`src/rtl/apb_master.sv`:
```
// APB master bridge: takes one load/store request at a time from the core,
// decodes it onto one of four APB slaves and returns a one-cycle completion.
module apb_master #(
    parameter int unsigned TIMEOUT = 16
) (
    input  logic        PCLK,
    input  logic        PRESET,

    input  logic        transfer,
    input  logic        write,
    input  logic [31:0] addr,
    input  logic [31:0] wdata,
    output logic [31:0] rdata,
    output logic        ready,
    output logic        err,

    output logic [31:0] PADDR,
    output logic [31:0] PWDATA,
    output logic        PWRITE,
    output logic        PENABLE,
    output logic        PSEL0,
    output logic        PSEL1,
    output logic        PSEL2,
    output logic        PSEL3,
    input  logic [31:0] PRDATA0,
    input  logic [31:0] PRDATA1,
    input  logic [31:0] PRDATA2,
    input  logic [31:0] PRDATA3,
    input  logic        PREADY0,
    input  logic        PREADY1,
    input  logic        PREADY2,
    input  logic        PREADY3
);

    typedef enum logic [1:0] {
        IDLE   = 2'd0,
        SETUP  = 2'd1,
        ACCESS = 2'd2
    } state_t;

    localparam logic [7:0] CNT_LAST = 8'(TIMEOUT - 1);

    state_t      state, state_nxt;
    logic [7:0]  cnt, cnt_nxt;

    logic        mapped;
    logic [1:0]  sel;
    logic        req_mapped;
    logic [1:0]  req_sel;

    logic        pready_sel;
    logic [31:0] prdata_sel;

    logic        done;
    logic        done_err;
    logic [31:0] done_rdata;

    logic [3:0]  psel_q, psel_nxt;
    logic        penable_nxt;

    // Slave n owns 0x1000_n000..0x1000_nFFF for n = 0..3
    always_comb begin
        req_mapped = (addr[31:16] == 16'h1000) && (addr[15:14] == 2'b00);
        req_sel    = addr[13:12];
    end

    always_comb begin
        pready_sel = 1'b0;
        prdata_sel = '0;
        unique case (sel)
            2'd0: begin pready_sel = PREADY0; prdata_sel = PRDATA0; end
            2'd1: begin pready_sel = PREADY1; prdata_sel = PRDATA1; end
            2'd2: begin pready_sel = PREADY2; prdata_sel = PRDATA2; end
            2'd3: begin pready_sel = PREADY3; prdata_sel = PRDATA3; end
        endcase
    end

    // State register
    always_ff @(posedge PCLK) begin
        if (PRESET) begin
            state <= IDLE;
            cnt   <= '0;
        end else begin
            state <= state_nxt;
            cnt   <= cnt_nxt;
        end
    end

    // Next-state and completion decode; priority is unmapped, PREADY, timeout
    always_comb begin
        state_nxt  = state;
        cnt_nxt    = cnt;
        done       = 1'b0;
        done_err   = 1'b0;
        done_rdata = '0;
        unique case (state)
            IDLE: begin
                if (transfer) state_nxt = SETUP;
            end
            SETUP: begin
                state_nxt = ACCESS;
                cnt_nxt   = '0;
            end
            ACCESS: begin
                if (!mapped) begin
                    done     = 1'b1;
                    done_err = 1'b1;
                end else if (pready_sel) begin
                    done       = 1'b1;
                    done_rdata = PWRITE ? '0 : prdata_sel;
                end else if (cnt == CNT_LAST) begin
                    done     = 1'b1;
                    done_err = 1'b1;
                end else begin
                    cnt_nxt = cnt + 8'd1;
                end
                if (done) state_nxt = IDLE;
            end
            default: state_nxt = IDLE;
        endcase
    end

    // Output decode from the upcoming state so every APB output is a flop
    always_comb begin
        psel_nxt    = '0;
        penable_nxt = 1'b0;
        unique case (state_nxt)
            SETUP: begin
                if (req_mapped) psel_nxt = 4'b0001 << req_sel;
            end
            ACCESS: begin
                psel_nxt    = psel_q;
                penable_nxt = 1'b1;
            end
            default: ;
        endcase
    end

    always_ff @(posedge PCLK) begin
        if (PRESET) begin
            PADDR   <= '0;
            PWDATA  <= '0;
            PWRITE  <= 1'b0;
            PENABLE <= 1'b0;
            psel_q  <= '0;
            mapped  <= 1'b0;
            sel     <= '0;
            rdata   <= '0;
            ready   <= 1'b0;
            err     <= 1'b0;
        end else begin
            PENABLE <= penable_nxt;
            psel_q  <= psel_nxt;
            ready   <= done;
            if (state == IDLE && transfer) begin
                PADDR  <= addr;
                PWDATA <= wdata;
                PWRITE <= write;
                mapped <= req_mapped;
                sel    <= req_sel;
            end
            if (done) begin
                rdata <= done_rdata;
                err   <= done_err;
            end
        end
    end

    always_comb begin
        PSEL0 = psel_q[0];
        PSEL1 = psel_q[1];
        PSEL2 = psel_q[2];
        PSEL3 = psel_q[3];
    end

endmodule

```
`config.mk`:
```
export PLATFORM = sky130hd
export DESIGN_NAME = apb_master
export DESIGN_NICKNAME = d
export VERILOG_FILES = /design/src/rtl/apb_master.sv
export SDC_FILE = /design/constraint.sdc
export NUM_CORES = 1
export LEC_CHECK = 0
export BUFFER_PORTS_ARGS = -buffer_cell sky130_fd_sc_hd__buf_2
export CAP_MARGIN = 0
export CORE_MARGIN = 2
export CORE_UTILIZATION = 25
export DETAILED_ROUTE_END_ITERATION = 16
export GPL_TIMING_DRIVEN = 0
export PLACE_DENSITY = 0.61
export REMOVE_ABC_BUFFERS = 1
export SYNTH_ARGS = -nofsm -noshare
export SYNTH_HDL_FRONTEND = slang
export SYNTH_SLANG_ARGS = --single-unit
```
`constraint.sdc`:
```
create_clock -name PCLK -period 1.9 [get_ports PCLK]
set_input_delay 0.38 -clock PCLK [delete_from_list [all_inputs] [get_ports PCLK]]
set_output_delay 0.38 -clock PCLK [all_outputs]
set_load 0.005 [all_outputs]
```
* After elaboration in Yosys (flattened, before gate mapping) *
Cells that the tools add are included.
W data, S select, Z words.

operators by class
  $mul = 0
  add/sub/neg operators = 1
  shift-type cells = 1
  order comparisons = 0
  divide/modulo/power cells = 0
  reduce and logical (&&, ||, !) cells = 7
  equal/unequal tests = 12
  multiplexer cells = 24
  bitwise operators = 0

operator list
  cell                    count
  $mux W32                4
  $pmux W32 S4            1
  $mux W8                 3
  $eq A16 B13 Y1 const B  1
  $pmux W8 S2             1
  $mux W1                 9
  $add A8 B1 Y8 const B   1
  $eq A2 B2 Y1 const B    4
  $eq A8 B4 Y1 const B    1
  $pmux W4 S2             1
  $eq A2 B1 Y1 const B    3
  $logic_not A2 Y1        3
  $ne A2 B2 Y1 const B    3
  $pmux W2 S3             1
  $mux W2                 2
  $mux W4                 1
  $pmux W1 S4             1
  $reduce_and A4 Y1       1
  $shl A1 B2 Y4 const A   1
  $logic_and A1 B1 Y1     2
  $reduce_bool A2 Y1      1

storage, ports and cells
  output and inout port bits = 104
  bits in writable memories = 0
  input bits = 200
  word-level logic and storage cells = 57
  flip-flop bits (word level) = 117
  latch bits = 0
  ROM bits = 0
  memories = 0

* Longest topological paths before layout *
  word-level depth = 9
  mapped depth = 7
  mapped depth without buffers = 5

* Worst setup path before layout *
No wires, ideal clock.

  path kind = reg2reg
  start = register PADDR[13] (netlist name)
  end = register cnt[3]
  clock period less this slack = 1,929 ps
  stages on the path, launching flop included = 7
  data arrival time = 1,859 ps
  path slack = -29 ps
  cell sequence = dfxtp_1 buf_6 mux4_2 a211o_1 buf_6 or3_1 a21oi_1

RTL lines
  element               RTL line  RTL
  to (signal assigned)  85        cnt <= cnt_nxt;
  to (decl)             44        logic [7:0] cnt, cnt_nxt;

==> results.ini <==
[setup_path]
cp-start-kind = register
arrival_ns = 2.27
crit_fanout = 8
worstSetupPathType = register to register
critPathCaptureType = register
worstPathRequired_ns = 2.23

[timing]
fmaxAchievable_ghz = 0.515
period_share_pct = 102
rsz0062_at_grt = yes
setup_viol = 24
hold_ws_ns = 0.212
max-slew-margin-rel_pct = 43.9
drv_slew = 0
setup_ws_ns = -0.0408
fin_skew_ns = 0.00767
hold_violations = 0
worstMarginPinSlew_ns = 0.842
min_period_ns = 1.94

[cts]
cts_buffers = 17
cts_tree = built
clock_latency_ns = 0.40
path_clk_slew_ns = 0.05
numClockSinks = 115
h-tree-depth = 4
root_buffer = clkbuf_16
hold_buffers = 0
clock_path_buffers = 2

[finish]
nets = 1032
fill_cells = 2037
post-route-util_pct = 39.5
drive_gt1_share_pct = 50.6
multi_input_area_um2 = 2540
syn_to_final_growth_pct = 55.9
final-seq-area_um2 = 2310
antenna_cells = 0

[pwr]
peakVddDrop_v = 0.000559
finalPower_uw = 6470
power.leakage_uw = 0.00353
p_per_area_nw_per_um2 = 844

[synthesis]
yosys_warnings = 0
synth.area.top_cells = dfxtp_1 47%, mux4_2 15%, nand2_1 10%, a21oi_1 7.5%, o2bb2ai_1 5.7%
netlist-cell-type-count = 37
yosysTopAreaCell = dfxtp_1
synth_seq_cells = 115
syn_area_um2 = 4920
synth.top_cell.area_share_pct = 46.8
syn_avg_cell_area_um2 = 9.33
synthCells = 527
ys_seq_area_share_pct = 46.8

[floorplanning]
coreArea_um2 = 19400
fp.dieH_um = 144
floorplan.initialDensity_pct = 25.3
fp-row-count = 51
chipWidth_um = 144
boundaryPins = 304
dieArea_um2 = 20800

[drt]
vias = 5003
drc_errors = 0
firstDrtPassIters = 6
antenna_left = 0
wl_per_cell_um = 16.0
drtIter0Drc = 178
drt-vias-per-instance = 4.53
wirelength_um = 17700

[global_route]
antenna_found_initial = 0
grt_max_degree = 78
grt_pass1_wl_um = 23900
grtUsageTotal_pct = 15.0
grt_pass1_vias = 4762
gr-total-overflow = 0

[status]
status = finished with violations
violations = setup timing

[place]
place.gp.congestion = 0.728
hpwlAfterDp_um = 12100
port_buffers = 303

[run]
max_cap_viol_count = 0

[min_path]
hold_class = primary input to register

[state kept, by name, summed over array words and instances, names as in the netlist, 2 cells and up]
name    flops
cnt         8
psel_q      4
PADDR      32
state       2
rdata      32
PWDATA     32
[final timing paths]
| check | cells after the start | slack (ns) | end | startpoint |
|---|---|---|---|---|
| worst max-delay path | 6 | -0.04 | rdata[18] | PADDR[13] |
| worst min-delay path | 3 | 0.21 | PWDATA[17] | wdata[17] |
| worst max register to register | 6 | -0.04 | rdata[18] | PADDR[13] |
| worst min register to register | 2 | 0.45 | PADDR[14] | PADDR[14] |
[metrics by stage]
stage | instances | setup TNS [ns] | worst slack, ns | area, um^2
after detailed placement | 1062 | -33.81 | -0.757 | 6710
after floorplan | 487 | -211.00 | -2.46 | 4740
final | 1105 | -0.533 | -0.0408 | 7660
after global routing | 1105 | -3.07 | -0.110 | 7660
after CTS | 1095 | 0 | 0.00682 | 7330
after global placement | 1055 | -435.44 | -5.52 | 6590
[worst max-delay path, cell delays in order (launching register included)]
cell	delay, ns
dfxtp_4	0.36
mux4_2	0.58
a211o_1	0.34
a21oi_4	0.16
buf_12	0.15
clkbuf_16	0.17
o2bb2ai_2	0.10
[layer usage]
layer  share of wire, %  routed length [um]  up-vias  track usage, %
met2                 51                9020      231            27.3
li1                   -                   -     2442               -
met3                8.5                1510        9            5.53
met4                1.0                 180        0            4.39
met1                 40                6990     2321            16.2
met5                  0                   0        -               0
[repair_timing]
item	CTS	global route
cloned	0	4
buffers inserted	5	6
endpoints found under the setup margin	66	51
resized for setup	4	34
pin swaps	0	4
[final cells by class]
type                    instances  area share [%]
clock buffers                  21            6.01
multi-input cells             338            33.2
flip-flops and latches        115            30.1
well taps                     265            4.33
repair buffers                324            23.5
clock inverters                 7            1.11
inverters                      35            1.71
[cells by family (layout without fill, tap and decap cells)]
logic type | count (synthesis) | after routing | share of synthesized area [%]
flip-flops | 115 | 115 | 46.8
multiplexers | 33 | 33 | 15.1
AO/OA/AOI/OAI | 125 | 125 | 15.8
adder cells (fa/ha/maj) | 1 | 1 | 0.254
buffers and inverters | 75 | 387 | 6.18
AND/OR/NAND/NOR | 177 | 178 | 15.6
XOR/XNOR | 1 | 1 | 0.178
[power breakdown]
part           leakage [uW]  switching, uW  internal (uW)
registers          0.000938           55.1           2500
clock network      0.000274           1060           1960
logic               0.00231            432            462
total               0.00353           1550           4920
[Yosys cell counts]
cell	instances
a211o_1	2
a211oi_2	1
a21oi_1	74
a21oi_2	1
a31o_1	1
and2_1	1
and3_1	1
and4_1	1
buf_1	3
buf_2	6
buf_6	2
clkbuf_1	29
dfxtp_1	115
ha_1	1
inv_1	35
mux4_2	33
nand2_1	134
nand3_1	4
nand3b_1	4
nand4_1	2
nand4b_1	2
nor2_1	9
nor2b_1	4
nor3_1	2
nor3b_1	1
nor4_1	2
nor4b_1	1
o211ai_1	3
o21a_1	1
o21ai_0	10
o2bb2ai_1	32
or2_2	1
or3_1	4
or3b_2	1
or4_1	2
or4b_2	1
xnor2_1	1
[layout by cell type (no fill, tap or decap), types with 2 or more instances in the layout]
cell type / netlist / final
nor2_1: 9 / 9
clkbuf_8: 0 / 2
buf_2: 6 / 302
nand4b_1: 2 / 2
o211ai_1: 3 / 3
a21oi_1: 74 / 74
o2bb2ai_2: 0 / 31
nand2_1: 134 / 134
nand3_1: 4 / 4
nor3_1: 2 / 2
buf_6: 2 / 4
nor2b_1: 4 / 4
clkinv_2: 0 / 5
or4_1: 2 / 2
or3_1: 4 / 4
bufinv_16: 0 / 2
buf_12: 0 / 4
buf_4: 0 / 10
clkbuf_1: 29 / 2
inv_1: 35 / 35
nand4_1: 2 / 2
clkbuf_16: 0 / 19
nand3b_1: 4 / 4
o21ai_0: 10 / 10
dfxtp_4: 0 / 2
mux4_2: 33 / 33
dfxtp_1: 115 / 113
Power figures use the tool's default switching activity.
